<file path="src/rtl/luks_sensor_spi_rx.sv">
// luks_sensor_spi_rx: read-only SPI master for the light-sensor ADC.
// Wins the shared SPI bus through a req/gnt handshake, clocks one frame in
// (leading zeros, data MSB-first, trailing don't-care bits) and presents the
// data field as an 8-bit sample with a frame error flag.
//
// Ports:
//   clk, rst_n          system clock, synchronous active-low reset
//   ena                 enables new transactions
//   start               single-cycle conversion request
//   busy                high whenever the FSM is not idle
//   bus_req / bus_gnt   SPI arbiter handshake
//   sensor_cs_n         sensor chip select, active low
//   sensor_sclk         SPI clock, idles high
//   sensor_miso         sensor serial data
//   data                last sample, held between frames
//   data_valid          one-cycle pulse when data updates
//   frame_err           a leading bit was 1; held until the next data_valid
module luks_sensor_spi_rx #(
    parameter int DIV        = 1,
    parameter int FRAME_BITS = 16,
    parameter int LEAD       = 3,
    parameter int DATA_W     = 8,
    parameter int PERIOD     = 0
) (
    input  logic              clk,
    input  logic              rst_n,
    input  logic              ena,
    input  logic              start,
    output logic              busy,
    output logic              bus_req,
    input  logic              bus_gnt,
    output logic              sensor_cs_n,
    output logic              sensor_sclk,
    input  logic              sensor_miso,
    output logic [DATA_W-1:0] data,
    output logic              data_valid,
    output logic              frame_err
);

    typedef enum logic [2:0] {IDLE, REQ, CS_SETUP, SHIFT, CS_HOLD, DONE} state_t;

    localparam int CW = (DIV > 1) ? $clog2(DIV) : 1;
    localparam int BW = (FRAME_BITS > 1) ? $clog2(FRAME_BITS) : 1;
    localparam logic [CW-1:0] DIV_M1   = CW'(DIV - 1);
    localparam logic [BW-1:0] LAST_BIT = BW'(FRAME_BITS - 1);

    state_t                  state, next_state;
    logic [CW-1:0]           cnt;
    logic [BW-1:0]           bit_cnt;
    logic                    phase, phase_d;   // 0: sclk low half, 1: sclk high half
    logic [FRAME_BITS-1:0]   shift;
    logic                    auto_tick, trig, tick, counting;
    logic                    cs_n_d, sclk_d, bus_req_d, busy_d, dv_d;

    // Free-running auto-trigger counter; runs regardless of FSM state.
    generate
        if (PERIOD > 0) begin : g_auto
            localparam int PW = (PERIOD > 1) ? $clog2(PERIOD) : 1;
            localparam logic [PW-1:0] P_M1 = PW'(PERIOD - 1);
            logic [PW-1:0] pcnt;
            always_ff @(posedge clk) begin
                if (!rst_n)            pcnt <= '0;
                else if (pcnt == P_M1) pcnt <= '0;
                else                   pcnt <= pcnt + 1'b1;
            end
            assign auto_tick = (pcnt == P_M1);
        end else begin : g_no_auto
            assign auto_tick = 1'b0;
        end
    endgenerate

    assign trig     = start | auto_tick;
    assign tick     = (cnt == DIV_M1);
    assign counting = (state == CS_SETUP) || (state == SHIFT) || (state == CS_HOLD);

    // State register
    always_ff @(posedge clk) begin
        if (!rst_n) state <= IDLE;
        else        state <= next_state;
    end

    // Next-state logic; grant is only looked at in REQ
    always_comb begin
        next_state = state;
        case (state)
            IDLE:     if (ena && trig) next_state = REQ;
            REQ:      if (bus_gnt)     next_state = CS_SETUP;
            CS_SETUP: if (tick)        next_state = SHIFT;
            SHIFT:    if (tick && phase && bit_cnt == LAST_BIT) next_state = CS_HOLD;
            CS_HOLD:  if (tick)        next_state = DONE;
            DONE:                      next_state = IDLE;
            default:                   next_state = IDLE;
        endcase
    end

    // Output logic: values for the registered outputs, derived from the
    // state being entered so every pin is a flop.
    always_comb begin
        phase_d   = (state == SHIFT) ? (phase ^ tick) : 1'b0;
        cs_n_d    = !(next_state inside {CS_SETUP, SHIFT, CS_HOLD});
        sclk_d    = !(next_state == SHIFT && !phase_d);
        bus_req_d = next_state inside {REQ, CS_SETUP, SHIFT, CS_HOLD};
        busy_d    = (next_state != IDLE);
        dv_d      = (next_state == DONE);
    end

    // Timing counters and receive shift register. MISO is captured on the
    // edge that ends the low half, i.e. the one that drives sclk 0->1.
    always_ff @(posedge clk) begin
        if (!rst_n) begin
            cnt     <= '0;
            phase   <= 1'b0;
            bit_cnt <= '0;
            shift   <= '0;
        end else begin
            cnt   <= (counting && !tick) ? cnt + 1'b1 : '0;
            phase <= phase_d;
            if (state != SHIFT)
                bit_cnt <= '0;
            else if (tick && phase)
                bit_cnt <= bit_cnt + 1'b1;
            if (state == SHIFT && tick && !phase)
                shift <= {shift[FRAME_BITS-2:0], sensor_miso};
        end
    end

    // Registered outputs
    always_ff @(posedge clk) begin
        if (!rst_n) begin
            sensor_cs_n <= 1'b1;
            sensor_sclk <= 1'b1;
            bus_req     <= 1'b0;
            busy        <= 1'b0;
            data_valid  <= 1'b0;
            data        <= '0;
            frame_err   <= 1'b0;
        end else begin
            sensor_cs_n <= cs_n_d;
            sensor_sclk <= sclk_d;
            bus_req     <= bus_req_d;
            busy        <= busy_d;
            data_valid  <= dv_d;
            if (dv_d) begin
                data      <= shift[FRAME_BITS-LEAD-1 -: DATA_W];
                frame_err <= |shift[FRAME_BITS-1 -: LEAD];
            end
        end
    end

endmodule

</file>
<file path="config.mk">
export PLATFORM = sky130hd
export DESIGN_NAME = luks_sensor_spi_rx
export DESIGN_NICKNAME = d
export VERILOG_FILES = /design/src/rtl/luks_sensor_spi_rx.sv
export SDC_FILE = /design/constraint.sdc
export NUM_CORES = 1
export LEC_CHECK = 0
export BUFFER_PORTS_ARGS = -buffer_cell sky130_fd_sc_hd__buf_2
export CORE_MARGIN = 3
export CORE_UTILIZATION = 45
export DETAILED_ROUTE_END_ITERATION = 12
export PLACE_DENSITY = 0.63
export SYNTH_ARGS = -nofsm -noshare
export SYNTH_HDL_FRONTEND = slang
export SYNTH_SLANG_ARGS = --single-unit
</file>
<file path="constraint.sdc">
create_clock -name clk -period 2 [get_ports clk]
set_input_delay 0.3 -clock clk [delete_from_list [all_inputs] [get_ports clk]]
set_output_delay 0.3 -clock clk [all_outputs]
set_load 0.05 [all_outputs]
</file>
==> summary.md, run 1 <==
| Metric | Value |
|---|---|
| Critical Path Start Type | `flip-flop` |
| Cell area power density | `roughly 720 nW/µm²` |
| Avg WL per Cell | `11.5 µm` |
| Vias/cell | `5.07` |
| Critical Path Slowest Stage Cell | `or3_1` |
| Final Skew | `about 0.0074 ns` |
| Unique cell type count in the Yosys netlist | `34` |
| Tot Pwr | `1.25 mW` |
| Initial core utilization | `about 49%` |
| Iteration count of the initial detailed-routing pass | `4` |
| Hold_buf cts | `0` |
| Post-CTS Setup Inserts | `0` |
| Routed vias | `1201` |
| Number of synthesized flops with an enable pin | `0` |
| Nets | `200` |
| Final WL | `2730 µm` |
| Cell Area, Synth | `roughly 1600 µm²` |
| Crit end category | `flip-flop` |
| Post-layout util | `54.4%` |
| CTS tree | `yes` |
| I/O Buffers | `19` |
| R2r setup slk | `between 0.3 and 0.4 ns` |
| Post-synth top area share | `between 40% and 50%` |
| LEAKAGE | `between 0.6 and 0.7 nW` |
| CP Cell Sequence | `inv_1 > ha_1 > and4_1 > or3_1 > o311ai_1 > o211ai_1` |
| Fin crit share | `81.8%` |
| Post-Syn Area per Cell | `roughly 9.2 µm²` |
| Cts bufs inserted | `5` |
| Final setup vio count | `0` |
| Core ar. | `about 3200 µm²` |
| Crit-path max FO | `5` |
| Post-synthesis sequential area ratio | `~50%` |
| Root buffer cell | `clkbuf_4` |
| GR Overflow Total | `0` |
| Die Y | `between 60 and 70 µm` |
| Synth Instances | `between 150 and 200` |
| Initial antenna violation count | `0` |
| Number of global-route vias before repair | `approximately 1.2k` |
| Clock transition at path regs | `between 0.1 and 0.15 ns` |
| Synth Flop Type | `dfxtp_1` |
| Synth area leaders | `dfxtp_1 (50%), nand2_1 (13%), a21boi_1 (11%)` |
| Worst hold margin | `0.183 ns` |
| Worst-Skew Late Latency | `~0.34 ns` |
| CP peak stage delay | `approximately 0.36 ns` |
| Total GRT Usage | `between 10% and 20%` |
| Min-delay src | `sensor_miso` |
| Largest net degree at the start of global routing | `32` |
| Total Die Area | `about 4200 µm²` |
| Fmax | `approximately 600 MHz` |
| Setup CP Type | `reg2reg` |
| Data required, critical path | `about 2.2 ns` |
| CTS Buffer Depth | `2` |
| Core Rows | `20` |
| CTS H-tree lvls | `2` |
| RSZ-0062 raised after global routing | `no` |
| CP startpoint | `cnt$_SDFF_PN0_` |
| Hpwl dp | `1850 µm` |
| Setup TNS | `0 ns` |
| Post-synthesis register bit count | `39` |
| Final hold violations | `0` |
| Peak supply drop | `approximately 380 µV` |
| Hold Path Class | `in2reg` |
| Number of nets with antenna violations after routing | `0` |
| Post-placement cell area | `1680 µm²` |
| DRT iter0 DRCs | `88` |
| N_diodes | `0` |
| Final instance area | `1730 µm²` |
| Syn. warnings | `0` |
| Die span in x | `65.1 µm` |
| Area Growth Syn to Fin | `10.3%` |
| Asr flop ratio synth | `0%` |
| Clock sink count | `39` |
| Post-CTS sizing | `0` |
| Synth Net Count | `between 150 and 200` |
| Post-layout minimum cycle time | `approximately 1.6 ns` |
| MaxCap Viol Count | `0` |
| Commonest non-fill, non-tap cell in the layout | `nand2_1` |
| Placer Congestion | `between 0.8 and 0.9` |
| Layout cells sized above 1 | `18.1%` |
| Boundary pin count | `20` |
| Most frequent cells in the layout | `nand2_1 (54), dfxtp_1 (39), a21boi_1 (24), buf_2 (19), nor2_1 (9)` |
| Worst Path Arrival | `about 1.9 ns` |
| First-pass GRT wire length | `between 4000 and 5000 µm` |
| Status | `finished, final reports clean` |
| R2R Path Start | `cnt$_SDFF_PN0_` |
| DRC viols | `0` |
| Max-slew violation count | `0` |
| Area leader, netlist | `dfxtp_1` |
[worst max-delay path, delay by kind of cell, from the launching register on]
kind / cells / cell delay [ns]
buf+inv: 1 / 0.05
fa+ha+maj: 1 / 0.27
flops: 1 / 0.34
compound gates: 2 / 0.24
simple gates: 2 / 0.60
[sequential cells by signal, summed over array words and instances, names as in the netlist]
name and cells:
busy 1, sensor_sclk 1, shift 16, phase 1, frame_err 1, data 8, bit_cnt 4, data_valid 1
sensor_cs_n 1, bus_req 1, state 3, cnt 1
[Yosys cell counts (all sizes together), types with 2 or more instances]
master,n
a21boi,24
a21oi,2
and2,3
buf,6
clkbuf,3
dfxtp,39
ha,2
inv,3
nand2,55
nand4,2
nor2,9
nor3b,3
nor4,2
nor4b,2
o21ai,2
xor2,2
[layout make-up]
type                       instances  area, µm²
clock buffer                       7       45.0
clock inverter                     1       5.00
fill                             314       1450
inverter                           3       11.3
multi-input combinational        120        708
sequential                        39        781
tap                               44       55.1
timing repair buffer              23        125
[metrics by stage]
stage          std cells  setup WS, ns
6_report             237         0.363
5_1_grt              237         0.248
4_1_cts              237         0.353
3_5_place_dp         229         0.379
3_3_place_gp         229         0.450
2_1_floorplan        171         0.293
[logic make-up (layout without fill, tap and decap cells)]
| logic type | Yosys count | count (layout) | synth area share, % |
|---|---|---|---|
| DFF | 39 | 39 | 49.8 |
| and+or+nand+nor | 79 | 79 | 25.0 |
| xor gates and xnor gates | 3 | 3 | 1.67 |
| other | 1 | 1 | 0.239 |
| muxes | 2 | 2 | 1.36 |
| AOI/OAI and AO/OA | 33 | 33 | 15.2 |
| adders and majority gates | 2 | 2 | 1.59 |
| buffers and inverters | 12 | 34 | 5.10 |
[metal layers]
layer,track usage [%],share of wire [%]
met5,0,0
met4,8.03,2.0
met3,4.51,4.6
met2,24.9,46
met1,17.2,48
[where the power goes]
group	internal, mW	switching, mW
logic	0.0265	0.0442
registers	0.785	0.0115
clock network	0.137	0.245
total	0.949	0.301
[path summary, 6_finish.rpt]
check	end	cells past startpoint
worst max-delay path	sensor_sclk$_SDFF_PN1_	6
worst min-delay path	shift[0]$_SDFFE_PN0P_	3
worst max register to register	sensor_sclk$_SDFF_PN1_	6
worst min register to register	data[4]$_SDFFE_PN0P_	2
No activity file was read; power rests on OpenSTA's default activity.
==> run 2, diff against run 1 <==
==> constraint.sdc (replaced) <==
create_clock -name clk -period 1.6 [get_ports clk]
set_input_delay 0.24 -clock clk [delete_from_list [all_inputs] [get_ports clk]]
set_output_delay 0.24 -clock clk [all_outputs]
set_load 0.05 [all_outputs]
==> run 2 against run 1 <==
Effect of this change: first-iteration DRC count is 61% lower; routed wire length is 4.1% higher; hold slack worse by 0.052 ns; count of clock-buffer cells in the layout is 1 lower; non-clock buffer count is 6 higher; register-to-register slack worse by 0.29 ns; power is 23% higher; cell area is 3.8% higher.
==> summary.md, run 2 (synthesis results as in run 1) <==
| Metric | Value |
|---|---|
| CTS H-tree lvls | `2 (unchanged)` |
| Iteration count of the initial detailed-routing pass | `4 (unchanged)` |
| Clk pwr share | `28.7% (-1.9 points)` |
| Largest registers | `shift: 16 flops, data: 8 flops, bit_cnt: 4 flops` |
| Switch share | `23.3% (-0.76 points)` |
| LEAKAGE | `0.685 nW (+5.2%)` |
| CP startpoint | `cnt$_SDFF_PN0_` |
| Post-CTS Setup Inserts | `0 (unchanged)` |
| GR Overflow Total | `0 (unchanged)` |
| Clock sink count | `39 (unchanged)` |
| DRC viols | `0 (unchanged)` |
| Core ar. | `3180 µm² (unchanged)` |
| Comb pwr share | `6.9% (+1.2 points)` |
| MaxCap Viol Count | `0 (unchanged)` |
| Data required, critical path | `1.81 ns (-0.40 ns)` |
| Hold Path Class | `in2reg` |
| Placer Congestion | `0.849 (+6.1%)` |
| Core Rows | `20 (unchanged)` |
| FF-to-FF End | `sensor_sclk$_SDFF_PN1_` |
| Root buffer cell | `clkbuf_4` |
| Fillers | `307 (-2.2%)` |
| Hpwl dp | `2050 µm (+11%)` |
| N_diodes | `0 (unchanged)` |
| Final hold violations | `0 (unchanged)` |
| Peak supply drop | `463 µV (+23%)` |
| Fin crit share | `95.7% (+14 points)` |
| Layout cells sized above 1 | `22.8% (+4.7 points)` |
| Critical Path Start Type | `flip-flop` |
| Die Y | `65.1 µm (unchanged)` |
| Clock transition at path regs | `0.10 ns (about the same)` |
| Total Die Area | `4230 µm² (unchanged)` |
| Commonest non-fill, non-tap cell in the layout | `nand2_1` |
| Max-slew violation count | `0 (unchanged)` |
| Setup TNS | `0 ns (unchanged)` |
| Worst Reg-to-Reg Cells | `6 (unchanged)` |
| CTS Buffer Depth | `2 (unchanged)` |
| Worst Path Arrival | `1.74 ns (-0.11 ns)` |
| R2r setup slk | `0.07 ns (-0.29 ns)` |
| Final setup vio count | `0 (unchanged)` |
| Int Pwr | `1.18 mW (+24%)` |
| Setup CP Type | `reg2reg` |
| Total GRT Usage | `15.3% (+0.33 points)` |
| Die span in x | `65.1 µm (unchanged)` |
| Final Skew | `0.00514 ns (-0.00229 ns)` |
| Initial core utilization | `49.4% (unchanged)` |
| DRT iter0 DRCs | `34 (-61%)` |
| Status | `finished, final reports clean` |
| Flop pwr share | `64.4% (+0.6 points)` |
| Largest net degree at the start of global routing | `24 (-25%)` |
| Most frequent cells in the layout | `nand2_1 (54), dfxtp_1 (37), a21boi_1 (24), buf_2 (19), buf_4 (10)` |
| Crit end category | `flip-flop` |
| Number of global-route vias before repair | `1173 (-0.68%)` |
| Avg WL per Cell | `11.8 µm (+2.4%)` |
| Crit-path max FO | `4 (-1)` |
| NetSw | `0.358 mW (+19%)` |
| CTS tree | `yes` |
| Number of nets with antenna violations after routing | `0 (unchanged)` |
| Fmax | `653 MHz (+6.9%)` |
| RSZ-0062 raised after global routing | `no` |
| First-pass GRT wire length | `4900 µm (-0.41%)` |
| Cell area power density | `856 nW/µm² (+19%)` |
| Largest register FFs | `16 (unchanged)` |
| Most flops, register | `shift` |
| Hold_buf cts | `0 (unchanged)` |
| CP endpoint | `sensor_sclk$_SDFF_PN1_` |
| Vias/cell | `5.02 (-0.92%)` |
| Nets | `206 (+3.0%)` |
| Boundary pin count | `20 (unchanged)` |
| Post-layout minimum cycle time | `1.53 ns (-0.106 ns)` |
| Routed vias | `1210 (+0.75%)` |
| Worst-Skew Late Latency | `0.34 ns (about the same)` |
| Area Growth Syn to Fin | `14.5%` |
| Final WL | `2840 µm (+4.1%)` |
| I/O Buffers | `19 (unchanged)` |
| Cts bufs inserted | `5 (unchanged)` |
| R2R Path Start | `cnt$_SDFF_PN0_` |
| Post-CTS sizing | `0 (unchanged)` |
| Initial antenna violation count | `0 (unchanged)` |
| Tot Pwr | `1.54 mW (+23%)` |
==> run 2: area by class of cell <==
cell class | count | area, µm² | area share (%)
timing repair buffer | 29 | 170 | 9.47
tap | 44 | 55.1 | 3.06
sequential | 39 | 786 | 43.7
multi-input combinational | 120 | 733 | 40.8
inverter | 3 | 11.3 | 0.627
clock buffer | 6 | 41.3 | 2.30
==> run 2: worst min-delay path by stage <==
stage / from / depth (start not counted) / slack (ns) / endpoint
2_1_floorplan: sensor_miso / 2 / 0.37 / shift[0]$_SDFFE_PN0P_
3_3_place_gp: shift[2]$_SDFFE_PN0P_ / 2 / 0.43 / shift[3]$_SDFFE_PN0P_
3_5_place_dp: data[1]$_SDFFE_PN0P_ / 2 / 0.44 / data[1]$_SDFFE_PN0P_
4_1_cts: sensor_miso / 3 / 0.11 / shift[0]$_SDFFE_PN0P_
5_1_grt: sensor_miso / 3 / 0.11 / shift[0]$_SDFFE_PN0P_
6_report: sensor_miso / 3 / 0.13 / shift[0]$_SDFFE_PN0P_
==> run 2: metrics by stage <==
step	worst slack, ns	std cells	hold slack, ns	area, µm²	util, %
after floorplan	0.0222	171	0.375	1570	-
after global placement	0.121	235	0.434	1730	54.4
after detailed placement	0.0545	235	0.444	1730	54.4
after CTS	0.0242	241	0.110	1770	55.7
after global routing	0.0202	241	0.108	1800	56.5
final	0.0693	241	0.132	1800	56.5
==> run 2: critical path: stages (launching register included) <==
cell and delay (ns):
dfxtp_4 0.35, inv_1 0.05, ha_1 0.21, and4_4 0.18, or3_4 0.38, o311ai_4 0.08, o211ai_1 0.15
==> run 2: per-layer routing <==
layer | up-vias | global-route usage (%) | routed length (µm)
li1 | 617 | - | -
met1 | 568 | 16.2 | 1250
met2 | 17 | 25.9 | 1410
met3 | 8 | 5.72 | 105
met4 | 0 | 8.81 | 71
met5 | - | 0 | 0
==> run 2: power groups by stage <==
stage / registers, mW / logic, mW / clock network, mW
final: 0.991 / 0.106 / 0.441
after global routing: 0.993 / 0.115 / 0.520
after CTS: 0.990 / 0.0990 / 0.471
after detailed placement: 1.01 / 0.0988 / 0
after global placement: 1.01 / 0.0974 / 0
after floorplan: 1.03 / 0.0566 / 0
